## config.mk

```make
export PLATFORM = sky130hd
export DESIGN_NAME = watch_sequencer
export DESIGN_NICKNAME = d
export VERILOG_FILES = /design/src/rtl/watch_sequencer_pkg.sv /design/src/rtl/watch_sequencer_key_debounce.sv /design/src/rtl/watch_sequencer.sv
export SDC_FILE = /design/constraint.sdc
export NUM_CORES = 1
export LEC_CHECK = 0
export BUFFER_PORTS_ARGS = -buffer_cell sky130_fd_sc_hd__buf_2
export CORE_MARGIN = 2
export CORE_UTILIZATION = 45
export CTS_BUF_LIST = sky130_fd_sc_hd__clkbuf_16
export CTS_CLUSTER_SIZE = 12
export DETAILED_ROUTE_END_ITERATION = 8
export HOLD_SLACK_MARGIN = 0.12
export PLACE_DENSITY = 0.63
export SLEW_MARGIN = 0
export SYNTH_ARGS = -nofsm -noshare
export SYNTH_HDL_FRONTEND = slang
export SYNTH_SLANG_ARGS = --single-unit
```

## constraint.sdc

```tcl
create_clock -name CLOCK_50 -period 10.78 [get_ports CLOCK_50]
set_clock_uncertainty 0.15 [all_clocks]
set_input_delay 0.539 -clock CLOCK_50 [delete_from_list [all_inputs] [get_ports CLOCK_50]]
set_output_delay 0.539 -clock CLOCK_50 [all_outputs]
set_load 0.02 [all_outputs]
```

## src/rtl/watch_sequencer_pkg.sv

```systemverilog
// Shared types and BCD helpers for the MM:SS watch sequencer.
// State encodings double as the ssLED pattern shown on the board.
package watch_pkg;

  typedef enum logic [1:0] {
    ST_IDLE  = 2'b00,
    ST_RUN   = 2'b01,
    ST_PAUSE = 2'b10,
    ST_DONE  = 2'b11
  } state_t;

  localparam logic MODE_TIMER = 1'b0;
  localparam logic MODE_SW    = 1'b1;

  typedef logic [3:0] bcd_t;

  // Digit wraps to 0 once it reaches max_d; caller decides on carry.
  function automatic bcd_t bcd_inc(input bcd_t d, input bcd_t max_d);
    return (d >= max_d) ? bcd_t'(0) : bcd_t'(d + 4'd1);
  endfunction

  // Digit borrows back to max_d from 0.
  function automatic bcd_t bcd_dec(input bcd_t d, input bcd_t max_d);
    return (d == 4'd0) ? max_d : bcd_t'(d - 4'd1);
  endfunction

endpackage

```

## src/rtl/watch_sequencer_key_debounce.sv

```systemverilog
// Pushbutton conditioner: 2-flop synchronizer, stability counter and
// a one-cycle press event on the debounced falling edge.
module key_debounce #(
  parameter int unsigned DEBOUNCE_CYC = 1_000_000
) (
  input  logic clk,
  input  logic rst,
  input  logic key_n,
  output logic press
);

  localparam int unsigned CW = (DEBOUNCE_CYC > 1) ? $clog2(DEBOUNCE_CYC) : 1;
  localparam logic [CW-1:0] CNT_MAX = CW'(DEBOUNCE_CYC - 1);

  logic [1:0]    sync_ff;
  logic          level;
  logic [CW-1:0] cnt;

  always_ff @(posedge clk or posedge rst) begin
    if (rst) begin
      sync_ff <= 2'b11;
      level   <= 1'b1;
      cnt     <= '0;
      press   <= 1'b0;
    end else begin
      sync_ff <= {sync_ff[0], key_n};
      press   <= 1'b0;
      // Level flips only after DEBOUNCE_CYC consecutive differing samples.
      if (sync_ff[1] == level) begin
        cnt <= '0;
      end else if (cnt == CNT_MAX) begin
        cnt   <= '0;
        level <= sync_ff[1];
        press <= level;
      end else begin
        cnt <= cnt + 1'b1;
      end
    end
  end

endmodule

```

## src/rtl/watch_sequencer.sv

```systemverilog
// Timer/stopwatch control core: key conditioning, mode/state FSM,
// 1 Hz prescaler and the four-digit BCD MM:SS counter.
module watch_sequencer
  import watch_pkg::*;
#(
  parameter int unsigned TICK_DIV     = 50_000_000,
  parameter int unsigned DEBOUNCE_CYC = 1_000_000,
  parameter logic [15:0] PRESET       = 16'h0300
) (
  input  logic       CLOCK_50,
  input  logic       RESET,
  input  logic [1:0] KEY,
  output logic       LED,
  output logic [1:0] ssLED,
  output logic [3:0] dig1_cntr,
  output logic [3:0] dig2_cntr,
  output logic [3:0] dig3_cntr,
  output logic [3:0] dig4_cntr,
  output logic       done
);

  localparam int unsigned PW = (TICK_DIV > 1) ? $clog2(TICK_DIV) : 1;
  localparam logic [PW-1:0] PRESC_MAX = PW'(TICK_DIV - 1);

  logic [1:0]    key_press;
  state_t        state, state_nxt;
  logic          mode, mode_nxt;
  logic          done_q, done_nxt;
  logic          load, presc_clr, step;
  logic [PW-1:0] presc;
  logic [15:0]   digits, stepped, reload;
  logic          tick;

  for (genvar i = 0; i < 2; i++) begin : g_key
    key_debounce #(.DEBOUNCE_CYC(DEBOUNCE_CYC)) u_key (
      .clk   (CLOCK_50),
      .rst   (RESET),
      .key_n (KEY[i]),
      .press (key_press[i])
    );
  end

  assign tick   = (state == ST_RUN) && (presc == PRESC_MAX);
  assign reload = (mode_nxt == MODE_TIMER) ? PRESET : '0;

  // One-second step of the MM:SS cascade in the current direction.
  always_comb begin
    stepped = digits;
    if (mode == MODE_SW) begin
      stepped[3:0] = bcd_inc(digits[3:0], 4'd9);
      if (digits[3:0] == 4'd9) begin
        stepped[7:4] = bcd_inc(digits[7:4], 4'd5);
        if (digits[7:4] == 4'd5) begin
          stepped[11:8] = bcd_inc(digits[11:8], 4'd9);
          if (digits[11:8] == 4'd9) stepped[15:12] = bcd_inc(digits[15:12], 4'd9);
        end
      end
    end else begin
      stepped[3:0] = bcd_dec(digits[3:0], 4'd9);
      if (digits[3:0] == 4'd0) begin
        stepped[7:4] = bcd_dec(digits[7:4], 4'd5);
        if (digits[7:4] == 4'd0) begin
          stepped[11:8] = bcd_dec(digits[11:8], 4'd9);
          if (digits[11:8] == 4'd0) stepped[15:12] = bcd_dec(digits[15:12], 4'd9);
        end
      end
    end
  end

  always_ff @(posedge CLOCK_50 or posedge RESET) begin
    if (RESET) begin
      state  <= ST_IDLE;
      mode   <= MODE_TIMER;
      done_q <= 1'b0;
    end else begin
      state  <= state_nxt;
      mode   <= mode_nxt;
      done_q <= done_nxt;
    end
  end

  // KEY[0] is tested first everywhere, so a same-cycle KEY[1] is dropped.
  always_comb begin
    state_nxt = state;
    mode_nxt  = mode;
    load      = 1'b0;
    presc_clr = 1'b0;
    step      = 1'b0;
    done_nxt  = 1'b0;
    case (state)
      ST_IDLE: begin
        if (key_press[0]) begin
          state_nxt = ST_RUN;
          presc_clr = 1'b1;
        end else if (key_press[1]) begin
          mode_nxt = ~mode;
          load     = 1'b1;
        end
      end
      ST_RUN: begin
        if (key_press[0]) begin
          state_nxt = ST_PAUSE;
        end else if (mode == MODE_TIMER && digits == 16'h0000) begin
          state_nxt = ST_DONE;
          done_nxt  = 1'b1;
        end else if (tick) begin
          step = 1'b1;
          if (mode == MODE_TIMER && stepped == 16'h0000) begin
            state_nxt = ST_DONE;
            done_nxt  = 1'b1;
          end
        end
      end
      ST_PAUSE: begin
        if (key_press[0]) begin
          state_nxt = ST_RUN;
        end else if (key_press[1]) begin
          state_nxt = ST_IDLE;
          load      = 1'b1;
        end
      end
      ST_DONE: begin
        if (key_press[0] || key_press[1]) begin
          state_nxt = ST_IDLE;
          load      = 1'b1;
        end
      end
      default: state_nxt = ST_IDLE;
    endcase
  end

  // Prescaler advances only while staying in RUN, so PAUSE keeps the fraction.
  always_ff @(posedge CLOCK_50 or posedge RESET) begin
    if (RESET) begin
      digits <= PRESET;
      presc  <= '0;
    end else begin
      if (load)      digits <= reload;
      else if (step) digits <= stepped;
      if (load || presc_clr) presc <= '0;
      else if (state == ST_RUN && state_nxt == ST_RUN)
        presc <= (presc == PRESC_MAX) ? '0 : presc + 1'b1;
    end
  end

  always_comb begin
    LED       = mode;
    ssLED     = state;
    dig1_cntr = digits[3:0];
    dig2_cntr = digits[7:4];
    dig3_cntr = digits[11:8];
    dig4_cntr = digits[15:12];
    done      = done_q;
  end

endmodule
```

==> results of run 1 <==
==> critical path: cells and delay by family, from the launching register on <==
family | cells | cell delay (ns)
xor+xnor | 1 | 0.16
compound gates | 4 | 1.34
simple gates | 4 | 2.11
fa+ha+maj | 1 | 0.25
buf+inv | 1 | 0.14
flops | 1 | 0.47
==> state kept, by name, indices dropped and copies added (netlist names) <==
signal / count
LED: 1
digits: 16
done: 1
g_key.u_key.cnt: 40
g_key.u_key.level: 2
g_key.u_key.press: 2
g_key.u_key.sync_ff: 4
presc: 26
ssLED: 2
==> logic make-up (layout without fill, tap and decap cells) <==
family | Yosys count | in the layout | synth area share (%)
buffers and inverters | 57 | 69 | 4.54
DFF | 94 | 94 | 41.4
adders and majority gates | 15 | 15 | 3.29
xor gates and xnor gates | 36 | 36 | 5.53
muxes | 9 | 9 | 2.08
AOI/OAI and AO/OA | 139 | 139 | 15.5
and+or+nand+nor | 292 | 292 | 27.7
==> layout make-up <==
type / instances / area [um2]
Clock inverter: 7 / 60.1
Fill cell: 1190 / 6320
Inverter: 27 / 104
Multi-Input combinational cell: 491 / 3090
Tap cell: 172 / 215
Timing Repair Buffer: 26 / 140
Clock buffer: 9 / 225
Sequential cell: 94 / 2360
==> cells in the final DEF, fill, tap and decap left out, types with 4 or more instances in the layout <==
cell type	n
clkbuf_16	9
nand3b_1	6
inv_6	4
and2_1	6
nand3_1	46
nand2b_1	9
nor2b_1	6
o21a_1	4
nor2_1	74
and4_1	7
nor3_1	9
mux2i_1	4
inv_1	25
xor2_1	20
xnor2_1	16
a21oi_1	31
o31ai_1	12
o21ai_0	47
dfrtp_1	86
nor4_1	5
nor4b_1	4
or3_1	11
o41ai_1	4
nand2_1	45
nor3b_1	4
buf_2	23
ha_1	15
nand4_1	12
dfstp_2	8
or4_1	7
and3_1	19
a31oi_1	4
a41oi_1	4
==> report_power, final <==
part / total (mW) / internal, mW / switching (mW) / leakage (nW)
combinational: 0.0135 / 0.00294 / 0.0106 / 1.22
sequential: 0.358 / 0.356 / 0.00221 / 1.28
clock: 0.307 / 0.161 / 0.146 / 0.143
==> how the worst max path moves through the flow <==
stage          depth (start not counted)      start   endpoint
4_1_cts                               11  digits[0]  presc[15]
5_1_grt                               11  digits[0]  presc[15]
3_5_place_dp                          11  digits[0]  presc[15]
3_3_place_gp                          11  digits[0]  presc[21]
6_report                              11  digits[0]  presc[15]
2_1_floorplan                         13  digits[9]  presc[23]
==> routing by layer <==
layer  up-vias  GRT usage [%]  wire [um]
met5         -              0          0
met4         0           6.27        187
met3        14           3.94        513
met2       129           30.8       5850
met1      2332           27.0       5950
li1       2340              -          -
==> stage by stage <==
| step | total power [mW] | util (%) |
|---|---|---|
| finish | 0.679 | 49.5 |
| global route | 0.707 | 49.5 |
| CTS | 0.689 | 49.5 |
| detailed placement | 0.379 | 47.1 |
| global placement | 0.378 | 47.1 |
| floorplan | 0.374 | - |
==> what timing repair did <==
| action | 4_1_cts | 5_1_grt |
|---|---|---|
| hold endpoints to repair | 13 | 0 |
| hold buffers | 1 | 0 |
| setup endpoints to repair | 0 | 0 |
==> impl_metrics.ini, run 1 <==
[timing]
fin_crit_sh_pct = 43.8
rsz0062_at_grt = no
drv_slew = 0
finalCriticalPeriod_ns = 4.72
timing.fmax_ghz = 0.212
setup_viol = 0
worst_slew_pin_slew_ns = 1.17
finalWorstSetupSlack_ns = 6.06
hold_ws_ns = 0.138
hold_viol = 0
relSlewSlack_pct = 22.1
tns_ns = 0

[detailed_routing]
wire_per_inst_um = 15.1
via_count = 4815
viasPerCell = 5.83
routed_wl_mm = 12.5
remaining_drc_errors = 0
ant_nets = 0
drt_iter0_markers = 403
dr.pass1.iters = 5

[floorplanning]
die_y_um = 117
core.rowCount = 41
io_pins = 24
core_area_mm2 = 0.0125
die_w_um = 117
fp.dieArea_mm2 = 0.0136
floorplan.initialDensity_pct = 45.6

[critical_path]
worstPathArrival_ns = 4.84
crit-reg2reg-launch = digits[0]
rr_endpoint = presc[15]
cp-end-kind = flop
path_max_fanout = 29
worstSetupPathType = flop to flop
worst_path_largest_cell_delay_ns = 0.96
cp.required_ns = 10.89
rrSetupSlack_ns = 6.06
cp-start-kind = flop
critPathSlowestCell = nor3b_1
path_common_cell = o21ai_0
r2r_cells = 11
crit_chain = inv_1 -> ha_1 -> nor3b_1 -> nand2_1 -> xnor2_1 -> o21ai_0 -> nor4b_1 -> and4_1 -> o21a_1 -> o21ai_0 -> a21oi_1

[pwr]
cellPowerDensity_mw_per_mm2 = 110
p_leak_nw = 2.64
ir_drop_v = 0.0000781

[yosys]
synth-edff-count = 0
syn_avg_cell_area_um2 = 8.89
synth_area_mm2 = 0.00571
synth_ff_type = dfrtp_1
ys_top_cells_by_count = dfrtp_1 (86), nor2_1 (74), o21ai_0 (47)
synth_most_common_cell = dfrtp_1
synthArstFlopShare_pct = 100
ys_seq_area_share_pct = 41.4
syn_nets = 661
syn_inst = 642
synthTopCellsByArea = dfrtp_1 (38%), nor2_1 (4.9%), o21ai_0 (4.1%), nand3_1 (4.0%), dfstp_2 (3.7%)
ys_ff_latch = 94
synth_largest_area_cell = dfrtp_1
synth.distinct_cells = 73
synth_top_area_share_pct = 37.7
ys_warn_count = 0

[grt]
grt_use_total_pct = 19.5
grt_pass1_wl_mm = 21.4
grt_start_max_net_pins = 82
grt_overflow = 0
grt_pass1_vias = 4441
antenna_found_initial = 0

[clock_network]
clk_latency_ns = 0.35
clk_pin_slew_ns = 0.08
postCtsSetupBuffers = 0
cts_num_sinks = 94
root_buffer = clkbuf_16
post_cts_resized = 0
htreeDepth = 3
numCtsBuffers = 9
clk_path_buf_depth = 2
cts_tree = yes

[placement]
placed_area_mm2 = 0.00590
hpwl_mm = 8.70
placed_cells = 809
portBuffers = 23
preCtsSetupSlack_ns = 6.15
gp_congestion = 0.861

[worst_hold_path]
holdPathStages = 1
min_from = KEY[0]
hold_class = input port to flop
min_to = g_key[0].u_key.sync_ff[0]

[outcome]
status = completed

[final_layout]
drive_above_1_share_pct = 10.2
syn_to_final_growth_pct = 8.51
finalNonFillerCells = 826
final_area_mm2 = 0.00619
num-nets-final = 668
diodes = 0

[flow_run]
drv_cap = 0
No activity file was read; power rests on OpenSTA's default activity.
==> inputs of run 2 (changes only) <==
- PLACE_DENSITY: 0.63 -> 0.66
- clock period: 10.78 -> 3.9 ns (I/O delays scaled with it)
==> run 2 against run 1 <==
  * Sequential cell count did not move
  * Power rose to 2.8 times the previous value
  * Wire length is 1.4% higher
  * Non-clock buffer count increased by 12
  * Hold slack improved by 0.069 ns
  * Sequential share of layout area fell by 0.82 points
  * Global-route usage grew 0.85 points
  * Clock power grew to 2.8 times the previous value
  * Cell count increased by 1.5%
  * Sequential power rose to 2.8 times the previous value
  * Count of clock-buffer cells in the layout unchanged
==> impl_metrics.ini, run 2 (synthesized netlist as in run 1, its figures left out) <==
[floorplanning]
core_area_mm2 = 0.0125
floorplan.initialDensity_pct = 45.6
die_w_um = 117
io_pins = 24
die_y_um = 117
fp.dieArea_mm2 = 0.0136
core.rowCount = 41

[detailed_routing]
dr.pass1.iters = 5
remaining_drc_errors = 0
routed_wl_mm = 12.7
via_count = 4783
viasPerCell = 5.71
drt_iter0_markers = 327
wire_per_inst_um = 15.1
ant_nets = 0

[pwr]
sw_frac_of_total_pct = 23.5
ir_drop_v = 0.000288
p_leak_nw = 2.69
intPower_mw = 1.44
p_comb_share_pct = 2.1
cellPowerDensity_mw_per_mm2 = 297
clkPwrFrac_pct = 45.3
total_power_mw = 1.88
pwr-share-seq_pct = 52.6
switchingPower_uw = 441

[grt]
grt_util_met2_pct = 31.9
antenna_found_initial = 0
grt_pass1_wl_mm = 22.0
grt_start_max_net_pins = 60
busiest_layer = met2
met1_usage_pct = 28.4
use_met3_pct = 4.00
grt_overflow = 0
grt_pass1_vias = 4612
grt_use_total_pct = 20.3

[critical_path]
endpoint = presc[19]
cp-start-kind = flop
crit_start = digits[9]
r2r_cells = 12
rrSetupSlack_ns = 0.20
crit_chain = inv_1 -> ha_1 -> or3b_1 -> a2111oi_2 -> o21ai_1 -> o211a_1 -> and4bb_1 -> and4_2 -> o21a_1 -> buf_4 -> or4_1 -> a21oi_1
worstPathArrival_ns = 3.82
cp-end-kind = flop
path_max_fanout = 23
worst_path_largest_cell_delay_ns = 0.58
worstSetupPathType = flop to flop
crit-reg2reg-launch = digits[9]
rr_endpoint = presc[19]
critPathSlowestCell = dfstp_2
cp.required_ns = 4.02

[clock_network]
numCtsBuffers = 9
clk_latency_ns = 0.35
htreeDepth = 3
root_buffer = clkbuf_16
clk_path_buf_depth = 2
postCtsSetupBuffers = 0
cts_num_sinks = 94
clk_pin_slew_ns = 0.07
cts_tree = yes

[flow_run]
drv_cap = 0

[final_layout]
finalNonFillerCells = 838
register_area_mm2 = 0.00236
syn_to_final_growth_pct = 10.9
largest_reg_flops = 40
biggestRegsByFlops = g_key.u_key.cnt x40, presc x26, digits x16
final_area_mm2 = 0.00633
drive_above_1_share_pct = 12.5
n_fill_cell = 1222
num-nets-final = 680
multi_input_area_mm2 = 0.00312
diodes = 0
final_cell_mix = dfrtp_1 (86), nor2_1 (74), o21ai_0 (47)
final_common_cell = dfrtp_1
regMostFlops = g_key.u_key.cnt

[timing]
tns_ns = 0
relSlewSlack_pct = 32.5
finalCriticalPeriod_ns = 3.70
worst_slew_pin_slew_ns = 1.01
hold_viol = 0
drv_slew = 0
fin_crit_sh_pct = 94.9
setup_viol = 0
timing.fmax_ghz = 0.270
rsz0062_at_grt = no

[placement]
hpwl_mm = 8.99
placed_area_mm2 = 0.00597
placed_cells = 819
gp_congestion = 0.907
portBuffers = 23

[outcome]
status = completed

[worst_hold_path]
hold_class = flop to flop
==> run 2: how the worst min path moves through the flow <==
stage,from,to,slack (ns),depth (start not counted)
6_report,g_key[0].u_key.sync_ff[0],g_key[0].u_key.sync_ff[1],0.21,0
5_1_grt,g_key[1].u_key.sync_ff[0],g_key[1].u_key.sync_ff[1],0.22,0
4_1_cts,g_key[0].u_key.sync_ff[0],g_key[0].u_key.sync_ff[1],0.21,0
3_5_place_dp,KEY[0],g_key[0].u_key.sync_ff[0],0.15,1
3_3_place_gp,KEY[0],g_key[0].u_key.sync_ff[0],0.15,1
2_1_floorplan,KEY[0],g_key[0].u_key.sync_ff[0],0.05,0
==> run 2: layout make-up <==
type	instances	area share (%)
Tap cell	172	3.40
Multi-Input combinational cell	491	49.3
Inverter	27	1.62
Clock inverter	7	1.09
Timing Repair Buffer	38	3.72
Clock buffer	9	3.56
Sequential cell	94	37.3
==> run 2: metal layers <==
layer,up-vias,part of all wire [%]
li1,2358,-
met1,2319,49
met2,89,46
met3,17,3.3
met4,0,1.6
met5,-,0
==> run 2: critical path: cells and delay by family, from the launching register on <==
family	cells	cell delay, ns
buffers and inverters	2	0.30
AOI/OAI and AO/OA	5	1.01
and+or+nand+nor	4	1.37
DFF	1	0.58
adders and majority gates	1	0.22
==> run 2: power by group through the flow <==
stage	sequential (mW)	combinational (mW)	clock, mW
6_report	0.990	0.0397	0.852
3_3_place_gp	1.01	0.0384	0
5_1_grt	0.990	0.0473	0.930
3_5_place_dp	1.01	0.0395	0
4_1_cts	0.989	0.0420	0.885
2_1_floorplan	1.01	0.0272	0
==> run 2: what timing repair did <==
action                                  4_1_cts  5_1_grt
hold buffers                                  3        0
hold endpoints to repair                     54        0
resized for setup                             0        8
endpoints found under the setup margin        0       21
==> run 2: through the flow <==
| stage | hold slack [ns] | util [%] | setup WS [ns] |
|---|---|---|---|
| floorplan | 0.0495 | - | 0.379 |
| global placement | 0.152 | 47.7 | 0.302 |
| detailed placement | 0.155 | 47.7 | 0.149 |
| CTS | 0.209 | 50.3 | 0.129 |
| global route | 0.215 | 50.6 | 0.0108 |
| finish | 0.207 | 50.6 | 0.198 |
==> inputs of run 3 (changes only) <==
- CTS_BUF_LIST: sky130_fd_sc_hd__clkbuf_16 -> unset
- REMOVE_ABC_BUFFERS: unset -> 1
==> run 3 against run 2 <==
  * Die area is the same
  * Sequential share of layout area shrank 0.059 points
  * Utilization grew 0.080 points
  * Clock power grew 2%
  * Fmax shrank 0.40%
  * First-iteration DRC count grew 15%
  * Combinational power shrank 3%
  * Cell count shrank 0.12%
  * Count of clock-buffer cells in the layout is the same
  * Sequential cell count is the same
  * Wire length grew 0.42%
  * Via count grew 0.84%
  * Critical path type unchanged
  * Critical endpoint unchanged
  * Highest routed layer unchanged
==> impl_metrics.ini, run 3 (synthesized netlist as in run 1, its figures left out) <==
[grt]
grt_use_total_pct = 20.1
grt_pass1_wl_mm = 21.7
grt_overflow = 0
grt_pass1_vias = 4608
antenna_found_initial = 0
grt_start_max_net_pins = 71

[detailed_routing]
remaining_drc_errors = 0
routed_wl_mm = 12.7
ant_nets = 0
viasPerCell = 5.76
dr.pass1.iters = 5
wire_per_inst_um = 15.2
via_count = 4823
drt_iter0_markers = 377

[timing]
timing.fmax_ghz = 0.269
drv_slew = 0
finalCriticalPeriod_ns = 3.72
tns_ns = 0
fin_crit_sh_pct = 95.3
relSlewSlack_pct = 42.9
hold_viol = 0
setup_viol = 0
worst_slew_pin_slew_ns = 0.857

[critical_path]
cp-end-kind = flop
worstPathArrival_ns = 3.84
path_max_fanout = 29
crit_start = digits[9]
cp.required_ns = 4.03
crit-reg2reg-launch = digits[9]
r2r_cells = 12
worstSetupPathType = flop to flop
cp-start-kind = flop

[outcome]
status = completed

[placement]
gp_congestion = 0.898
portBuffers = 23
hpwl_mm = 8.81
placed_cells = 816

[final_layout]
utilization_pct = 50.6
final_common_cell = dfrtp_1
largest_reg_flops = 40
final_cell_mix = dfrtp_1 (86), nor2_1 (74), o21ai_0 (47)
num-nets-final = 679
finalNonFillerCells = 837
regMostFlops = g_key.u_key.cnt
syn_to_final_growth_pct = 11.1
biggestRegsByFlops = g_key.u_key.cnt x40, presc x26, digits x16
drive_above_1_share_pct = 12.0
diodes = 0

[clock_network]
cts_tree = yes
root_buffer = clkbuf_16
clk_pin_slew_ns = 0.07
clk_path_buf_depth = 2
numCtsBuffers = 9
htreeDepth = 3
cts_num_sinks = 94
clk_latency_ns = 0.36

[worst_hold_path]
hold_class = flop to flop
holdPathStages = 0
min_from = g_key[0].u_key.sync_ff[0]

[pwr]
ir_drop_v = 0.000272
total_power_mw = 1.90
p_leak_nw = 2.71
cellPowerDensity_mw_per_mm2 = 299

[floorplanning]
die_w_um = 117
core_area_mm2 = 0.0125
core.rowCount = 41
die_y_um = 117
io_pins = 24
floorplan.initialDensity_pct = 45.6
fp.dieArea_mm2 = 0.0136

[flow_run]
drv_cap = 0
run 3: worst paths after layout:
kind,slack (ns),endpoint
setup / recovery,0.18,presc[19]
hold / removal,0.21,g_key[0].u_key.sync_ff[1]
setup reg to reg,0.18,presc[19]
hold reg to reg,0.21,g_key[0].u_key.sync_ff[1]
max in group asynchronous,2.26,digits[9]
min in group asynchronous,0.41,g_key[1].u_key.cnt[9]
run 3: metrics by stage:
step	area, um2	setup WS (ns)	hold slack (ns)
after floorplan	5550	0.205	0.0495
after global placement	5950	0.285	0.151
after detailed placement	5950	0.208	0.153
after CTS	6270	0.174	0.212
after global routing	6340	-0.0336	0.215
final	6340	0.183	0.211
run 3: where the power goes:
part	internal (mW)	switching, mW	total [mW]	leakage, nW
combinational	0.00933	0.0292	0.0385	1.28
clock	0.449	0.418	0.867	0.142
sequential	0.983	0.00641	0.990	1.28
run 3: metal layers:
metal	wire [um]	global-route usage (%)	part of all wire, %
met4	296	7.69	2.3
met2	5940	31.8	47
met1	5910	27.2	46
met5	0	0	0
met3	569	4.41	4.5
run 3: final cells by class:
cell class / instances / area, um2
flip-flops and latches: 94 / 2360
clock buffers: 9 / 225
fillers: 1212 / 6180
multi-input cells: 491 / 3140
repair buffers: 37 / 228
clock inverters: 7 / 67.6
well taps: 172 / 215
inverters: 27 / 104
run 3: worst max-delay path, stage by stage, from the launching register on:
cell and delay (ns):
dfstp_2 0.58, inv_1 0.10, ha_1 0.22, or3b_1 0.44, a2111oi_4 0.39, o21ai_1 0.12, o211a_1 0.13, and4bb_1 0.20
and4_1 0.23, o21a_1 0.19, buf_4 0.21, or4_1 0.51, a21oi_1 0.16
run 3: what timing repair did:
item / CTS / global route
resized for setup: 0 / 8
setup endpoints to repair: 0 / 13
setup buffers: 0 / 2
hold buffers: 3 / 0
hold endpoints to repair: 67 / 0
